[config.mk]
export PLATFORM = sky130hd
export DESIGN_NAME = fb_bank_sched
export DESIGN_NICKNAME = d
export VERILOG_FILES = /design/src/rtl/fb_bank_sched.sv
export SDC_FILE = /design/constraint.sdc
export NUM_CORES = 1
export LEC_CHECK = 0
export CORE_UTILIZATION = 42
export CTS_BUF_LIST = sky130_fd_sc_hd__clkbuf_2
export DETAILED_ROUTE_END_ITERATION = 7
export PLACE_DENSITY = 0.76
export SETUP_SLACK_MARGIN = 0.15
export SLEW_MARGIN = 40
export SYNTH_ARGS = -nofsm -noshare
export SYNTH_HDL_FRONTEND = slang
export SYNTH_SLANG_ARGS = --single-unit
export TNS_END_PERCENT = 5
[constraint.sdc]
create_clock -name clk -period 3 [get_ports clk]
set_input_delay 0.3 -clock clk [delete_from_list [all_inputs] [get_ports clk]]
set_output_delay 0.3 -clock clk [all_outputs]
set_load 0.01 [all_outputs]
[src/rtl/fb_bank_sched.sv]
// -----------------------------------------------------------------------------
// fb_bank_sched : per-bank scheduler for one 32768 x 9-bit frame-buffer bank.
//
// Shares the bank's single write_req_pkt port between NUM_REQ pixel/load
// requesters with round-robin arbitration. It also runs a full-bank clear
// sweep with forced writes, and it holds back loads whose word is still in
// the bank's two-stage write pipeline.
//
// Ports
//   clk, rst     rising-edge clock, synchronous active-high reset
//   req_valid    per-requester request valid
//   req_ready    one-hot grant (combinational from req_valid/state/hazards)
//   req_we       1 = write, 0 = read
//   req_force    forcewrite flag for writes (ignored for reads)
//   req_addr     NUM_REQ x 18-bit flattened addresses, word index = [17:3]
//   req_data     NUM_REQ x 9-bit flattened write data
//   clear_start  one-cycle pulse that requests a full-bank clear
//   clear_value  fill value, sampled together with clear_start
//   clear_busy   high while the clear sweep and its drain are running
//   clear_done   one-cycle pulse when the clear completes
//   bank_req     registered request to mem_bank (addr/data/en/forcewrite)
//   bank_rdata   mem_bank read data
//   rsp_valid    read response valid (two cycles after the read handshake)
//   rsp_id       requester index of the response
//   rsp_data     read response data (bank_rdata passed through)
// -----------------------------------------------------------------------------
package fb_bank_pkg;
  typedef struct packed {
    logic [17:0] addr;
    logic [8:0]  data;
    logic        en;
    logic        forcewrite;
  } write_req_pkt;
endpackage

module fb_bank_sched
  import fb_bank_pkg::*;
#(
  parameter int         NUM_REQ = 4,
  parameter logic [2:0] BANK_ID = 3'd0,
  localparam int        IW      = $clog2(NUM_REQ)
) (
  input  logic                  clk,
  input  logic                  rst,
  input  logic [NUM_REQ-1:0]    req_valid,
  output logic [NUM_REQ-1:0]    req_ready,
  input  logic [NUM_REQ-1:0]    req_we,
  input  logic [NUM_REQ-1:0]    req_force,
  input  logic [NUM_REQ*18-1:0] req_addr,
  input  logic [NUM_REQ*9-1:0]  req_data,
  input  logic                  clear_start,
  input  logic [8:0]            clear_value,
  output logic                  clear_busy,
  output logic                  clear_done,
  output write_req_pkt          bank_req,
  input  logic [8:0]            bank_rdata,
  output logic                  rsp_valid,
  output logic [IW-1:0]         rsp_id,
  output logic [8:0]            rsp_data
);

  typedef enum logic [1:0] {
    ARB   = 2'd0,
    CLEAR = 2'd1,
    DRAIN = 2'd2
  } state_t;

  state_t            state, state_n;
  logic [14:0]       sweep_cnt;
  logic              drain_cnt;     // 0 = first drain cycle, 1 = second
  logic [8:0]        clr_val;
  logic [IW-1:0]     last_grant;

  // Write handshakes of the two preceding cycles: index 0 = T-1, 1 = T-2.
  logic [1:0]        hz_v;
  logic [1:0][14:0]  hz_w;

  // Read issued to the bank last cycle; becomes the response next cycle.
  logic              rd_v;
  logic [IW-1:0]     rd_id;

  logic [NUM_REQ-1:0] cand;
  logic               grant_found;
  logic [IW-1:0]      grant_idx;
  logic               start_clear;
  logic               hs;
  logic [14:0]        sel_word;
  logic [8:0]         sel_data;
  logic               sel_we;
  logic               sel_force;
  logic               unused_addr_bits;

  // ---------------------------------------------------------------------------
  // Candidate filter and round-robin pick.
  // NOTE: every variable written in an always_comb gets a default before any
  // branch; a path that leaves one unassigned would infer a latch.
  // ---------------------------------------------------------------------------
  always_comb begin
    int          idx;
    int          gsel;
    logic [14:0] w;
    logic        hit;

    idx              = 0;
    gsel             = 0;
    w                = '0;
    hit              = 1'b0;
    cand             = '0;
    grant_found      = 1'b0;
    grant_idx        = '0;
    unused_addr_bits = 1'b0;

    for (int i = 0; i < NUM_REQ; i++) begin
      w   = req_addr[i*18+3 +: 15];
      hit = (hz_v[0] && hz_w[0] == w) || (hz_v[1] && hz_w[1] == w);
      // Writes are never held back: the bank forwards between its own stages.
      cand[i] = req_valid[i] && (req_we[i] || !hit);
      unused_addr_bits = unused_addr_bits ^ (^req_addr[i*18 +: 3]);
    end

    // Search order last_grant+1, last_grant+2, ... wrapping modulo NUM_REQ.
    for (int k = 1; k <= NUM_REQ; k++) begin
      idx = int'(last_grant) + k;
      if (idx >= NUM_REQ) idx = idx - NUM_REQ;
      if (!grant_found && cand[idx]) begin
        grant_found = 1'b1;
        grant_idx   = IW'(idx);
      end
    end

    gsel      = int'(grant_idx);
    sel_word  = req_addr[gsel*18+3 +: 15];
    sel_data  = req_data[gsel*9 +: 9];
    sel_we    = req_we[gsel];
    sel_force = req_force[gsel];
  end

  // ---------------------------------------------------------------------------
  // FSM next state and grant output.
  // ---------------------------------------------------------------------------
  always_comb begin
    state_n     = state;
    start_clear = 1'b0;
    hs          = 1'b0;
    req_ready   = '0;

    unique case (state)
      ARB: begin
        // A clear request wins over every pending requester this cycle.
        if (clear_start) begin
          state_n     = CLEAR;
          start_clear = 1'b1;
        end else if (grant_found) begin
          hs                   = 1'b1;
          req_ready[grant_idx] = 1'b1;
        end
      end
      CLEAR: if (sweep_cnt == 15'h7FFF) state_n = DRAIN;
      DRAIN: if (drain_cnt) state_n = ARB;
      default: state_n = ARB;
    endcase
  end

  assign clear_busy = (state != ARB);
  assign rsp_data   = bank_rdata;

  // ---------------------------------------------------------------------------
  // State, sweep, hazard history, bank request and response pipeline.
  // NOTE: sequential state uses non-blocking assignments only, so every
  // register samples the pre-edge value of the others regardless of order.
  // ---------------------------------------------------------------------------
  always_ff @(posedge clk) begin
    if (rst) begin
      state      <= ARB;
      sweep_cnt  <= '0;
      drain_cnt  <= 1'b0;
      clr_val    <= '0;
      last_grant <= IW'(NUM_REQ - 1);   // requester 0 searched first
      hz_v       <= '0;
      hz_w       <= '0;
      rd_v       <= 1'b0;
      rd_id      <= '0;
      rsp_valid  <= 1'b0;
      rsp_id     <= '0;
      clear_done <= 1'b0;
      bank_req   <= '0;
    end else begin
      state      <= state_n;
      drain_cnt  <= (state == DRAIN) && !drain_cnt;
      clear_done <= (state == DRAIN) && drain_cnt;

      if (start_clear) begin
        clr_val   <= clear_value;
        sweep_cnt <= '0;
      end else if (state == CLEAR) begin
        sweep_cnt <= sweep_cnt + 15'd1;
      end

      hz_v    <= {hz_v[0], hs && sel_we};
      hz_w[1] <= hz_w[0];
      hz_w[0] <= sel_word;

      rd_v      <= hs && !sel_we;
      rd_id     <= grant_idx;
      rsp_valid <= rd_v;
      rsp_id    <= rd_id;

      bank_req.en         <= 1'b0;
      bank_req.forcewrite <= 1'b0;
      if (hs) begin
        last_grant          <= grant_idx;
        bank_req.addr       <= {sel_word, BANK_ID};
        bank_req.data       <= sel_data;
        bank_req.en         <= sel_we;
        bank_req.forcewrite <= sel_we & sel_force;
      end else if (state == CLEAR) begin
        bank_req.addr       <= {sweep_cnt, BANK_ID};
        bank_req.data       <= clr_val;
        bank_req.en         <= 1'b1;
        bank_req.forcewrite <= 1'b1;
      end
    end
  end

endmodule

==> flow_results.org <==
** Run status
- Status :: complete, but fails checks
- The checks that failed: negative setup slack.

** CTS
- TritonCTS built the clock tree.
- Clock-pin slew was measured on the worst setup and hold paths at 0.27 ns.
- Clock network latency to the later pin of the worst-skew pair :: 0.64 ns
- The number of hold buffers added after CTS was 0.
- Count of H-tree levels built during CTS :: 3
- Counting the buffers created by CTS gives 9.
- Maximum clock insertion buffer count :: 2
- The tree is rooted in a sky130_fd_sc_hd__clkbuf_2.
- CTS saw 94 sinks.

** Flow run
- Max-cap violations in this run came to 0.

** Die
- Measured along the y axis, the die boundary spans 120 um.
- In this run the horizontal extent of the chip is 120 um.
- Core Area :: 13,300 um^2
- The initial utilization of the core area, before any placement, comes to 43.6%.
- Std-Cell Rows :: 42
- 188 I/O pins were placed.
- The die covers between 10,000 and 15,000 um^2.

** Pwr
- Maximum ir drop on the vdd rail :: 0.329 mV
- Relative contribution of combinational cells to total power :: 42.7%
- Leak Pwr :: 3.29 nW
- Power spread over the standard cell area amounts to between 400 and 500 nW/um^2.
- In this run the power spent charging and discharging nets is 1.34 mW.
- Power share of the clock group :: between 10% and 20%
- Registers are responsible for 40.2% of the overall power.
- Share of total power consumed by net switching :: 35.3%
- Cell internal power was estimated by the tool at 2.46 mW.

** Worst setup path
- Traced cell by cell, the critical path runs through xnor2_2 -> buf_4 -> nand4_1 -> or4_4 -> a21oi_4 -> nor3_2 -> o32a_1 -> buf_6 -> a21oi_4 -> and3_4 -> buf_6.
- Counting both buffers and inverters, the worst setup path holds a total of 3.
- In this run the worst path has a maximum fanout of 4.
- STA puts the critical path data arrival time at 3.20 ns.
- On the worst path, the slowest cell contributes a delay of 0.49 ns.
- Grouping stages by cell kind, the critical path spends the most delay in simple AND/OR/NAND/NOR gates.
- Category of the worst setup path capture point :: output port
- Worst setup path category :: register to output port
- For this design, the slowest cell found on the critical path is sky130_fd_sc_hd__or4_4.
- At the worst endpoint, the required time is 2.70 ns.
- Critical path startpoint category :: register

** Timing
- The smallest clock period supported by the final layout is computed as 3.50 ns.
- The number of max-slew violations in the final report is 0.
- Setup violations remaining at the end of the flow were counted as 47.
- Dividing the final minimum period by the clock period gives 117%.
- Hold_ws :: 0.184 ns
- Setup repair after global routing could not meet its margin everywhere.
- Number of failing hold endpoints at the final stage :: 0
- For the pin with the worst max-slew slack, the measured transition is about 0.6 ns.
- For the final database, setup skew stands at 0.0322 ns.
- Setup slack on the critical path of the routed design comes to -0.499 ns.
- Achievable clock frequency :: 0.286 GHz
- Headroom to the max-slew limit came out at 60.3%.

** Global routing
- The first global-routing pass estimated 31,800 um of wire.
- Initial antenna violation count :: 1
- Met2 track utilization from global routing :: 46.2%
- Largest net degree at the start of global routing :: 50
- Overall track demand over capacity in global routing :: 29.8%
- Global routing used 4.37% of the available met3 tracks.
- For met1 alone, demand over resource in global routing was between 40% and 50%.
- Number of global-route vias before repair :: 5,638
- Summed over all layers, the global routing overflow is 0.
- In this run the most used layer during global routing was met2.

** Detailed routing
- Post-detailed-routing wire length :: 21,000 um
- Total via count after detailed routing :: 5,650
- The detailed router finished its first iteration with 414 violations.
- In the final routed layout, each cell accounts on average for 20.8 um.
- For this run, design rule violations remaining after detail routing come to 0.
- The pre-antenna-repair detailed-routing pass consisted of 5 iterations.
- The count of nets left with antenna violations once routing finished came out at 0.
- Post-DR vias/cell :: 5.58

** Synthesis
- In the post-synthesis netlist, the biggest area contributors are sky130_fd_sc_hd__dfxtp_1 (32%), sky130_fd_sc_hd__xnor2_1 (19%), sky130_fd_sc_hd__mux2i_1 (4.0%).
- Top-area cell type share of the netlist area :: 32.4%
- The most used flip-flop cell after synthesis is sky130_fd_sc_hd__dfxtp_1.
- Count of distinct cell types in the synthesized netlist :: 48
- After synthesis, the share of flip-flops with an asynchronous set or reset is 0%.
- Of the synthesized area, sequential elements account for 32.4%.
- Cell accounting for the most synthesized area :: sky130_fd_sc_hd__dfxtp_1
- In this run the mean area of a mapped cell was just over 9 um^2.
- Post-synth EDFFs :: 0
- In this run, synthesis produced a sequential element count of 94.
- Counting every instance in the synthesized netlist gives 639.
- Mapped cell area :: 5810 um^2
- Synth Warn # :: 0

** Cells and area
- Most used cells in the layout excluding fill and tap cells :: sky130_fd_sc_hd__clkdlybuf4s50_1 (150), sky130_fd_sc_hd__xnor2_1 (98), sky130_fd_sc_hd__buf_4 (83)
- In the final design database the tool counted ~1,000 nets.
- Commonest non-fill, non-tap cell in the layout :: sky130_fd_sc_hd__clkdlybuf4s50_1
- From synthesis to final layout, the design area changed by 48.1%.
- Cells with a size suffix above 1 make up 27.4% of the layout.
- Cells fill 64.5% of the core in the end.

** Place
- The count of buffers added on input and output ports is 154.
- Gpl congestion :: between 1 and 1.5
- Detailed placement ended at an HPWL of 16,200 um.

** Hold path
- In this run the worst hold path is classified as primary input to register.
==> worst reg2reg max path, delay by kind of cell (launching register included) <==
kind	cells	cell delay (ns)
compound gates	4	0.85
mux	1	0.35
xor+xnor	1	0.14
buf+inv	4	0.60
flops	1	0.43
simple gates	4	0.80
==> routing by layer <==
layer	vias up	wire (um)
li1	2644	-
met4	0	829
met3	46	1470
met2	253	9430
met5	-	0
met1	2707	9310
==> through the flow <==
| stage | instances | instance area (um^2) | TNS, ns | worst slack [ns] | power (mW) |
|---|---|---|---|---|---|
| floorplan | 641 | 5880 | 0 | 0.126 | 2.35 |
| global placement | 983 | 7890 | -30.71 | -0.794 | 2.97 |
| detailed placement | 983 | 7890 | -31.28 | -0.804 | 2.98 |
| CTS | 1009 | 8360 | -6.50 | -0.452 | 3.73 |
| global route | 1013 | 8610 | -14.33 | -0.581 | 3.97 |
| finish | 1013 | 8610 | -9.95 | -0.499 | 3.80 |
==> path summary, 6_finish.rpt <==
check / from / endpoint / slack (ns) / cells after the start
min: clear_value[2] / clr_val[2]$_SDFFE_PP0P_ / 0.18 / 3
min reg2reg: drain_cnt$_SDFF_PP0_ / drain_cnt$_SDFF_PP0_ / 0.46 / 1
max: hz_w[18]$_SDFF_PP0_ / req_ready[0] / -0.50 / 11
max reg2reg: hz_w[18]$_SDFF_PP0_ / bank_req[14]$_SDFFE_PP0P_ / -0.30 / 14
==> power by group through the flow <==
stage / Clock, mW / Combinational [mW] / Sequential [mW]
after global routing: 0.704 / 1.72 / 1.54
final: 0.650 / 1.62 / 1.53
after CTS: 0.662 / 1.56 / 1.52
after floorplan: 0 / 0.881 / 1.47
after global placement: 0 / 1.45 / 1.53
after detailed placement: 0 / 1.46 / 1.53
==> synth_stat cells, types with 6 or more instances <==
cell                         n
sky130_fd_sc_hd__a211o_1    15
sky130_fd_sc_hd__a21oi_1    31
sky130_fd_sc_hd__a22oi_1    25
sky130_fd_sc_hd__buf_2      17
sky130_fd_sc_hd__buf_4      15
sky130_fd_sc_hd__buf_6      10
sky130_fd_sc_hd__clkbuf_1   28
sky130_fd_sc_hd__dfxtp_1    94
sky130_fd_sc_hd__inv_1       6
sky130_fd_sc_hd__mux2_2     17
sky130_fd_sc_hd__mux2i_1    23
sky130_fd_sc_hd__nand2_1    38
sky130_fd_sc_hd__nand4_1    35
sky130_fd_sc_hd__nor2_1     20
sky130_fd_sc_hd__nor2b_1    20
sky130_fd_sc_hd__nor3b_1    15
sky130_fd_sc_hd__o211a_1    15
sky130_fd_sc_hd__o211ai_1    8
sky130_fd_sc_hd__o211ai_2    8
sky130_fd_sc_hd__o21ai_0     7
sky130_fd_sc_hd__o221ai_1    9
sky130_fd_sc_hd__xnor2_1   123
sky130_fd_sc_hd__xor2_1      7
==> flip-flops by register name, indices dropped and copies added (netlist names) <==
signal	cells
hz_w	30
bank_req	26
sweep_cnt	15
clr_val	9
hz_v	2
last_grant	2
rd_id	2
rsp_id	2
state	2
clear_done	1
drain_cnt	1
rd_v	1
rsp_valid	1
==> cells by family after synthesis <==
| family | Yosys count | synth area share, % |
|---|---|---|
| other cells | 1 | 0.0645 |
| xor+xnor | 130 | 19.6 |
| flops | 94 | 32.4 |
| fa+ha+maj | 1 | 0.215 |
| compound gates | 131 | 17.3 |
| mux | 40 | 7.25 |
| simple gates | 163 | 15.5 |
| buf+inv | 79 | 7.73 |
==> cell type report <==
type	count	area (um^2)
tap	176	220
clock inverter	6	62.6
antenna	1	2.50
sequential	94	1950
clock buffer	10	50.0
timing repair buffer	251	2350
multi-input combinational	468	3950
inverter	7	27.5
fill	1100	4730
==> what timing repair did <==
action | in CTS | in global routing
pin swaps | 14 | 21
setup endpoints to repair | 48 | 48
buffers inserted | 10 | 3
gates resized for setup | 98 | 48
cloned | 0 | 0
(Power assumes the default switching activity.)
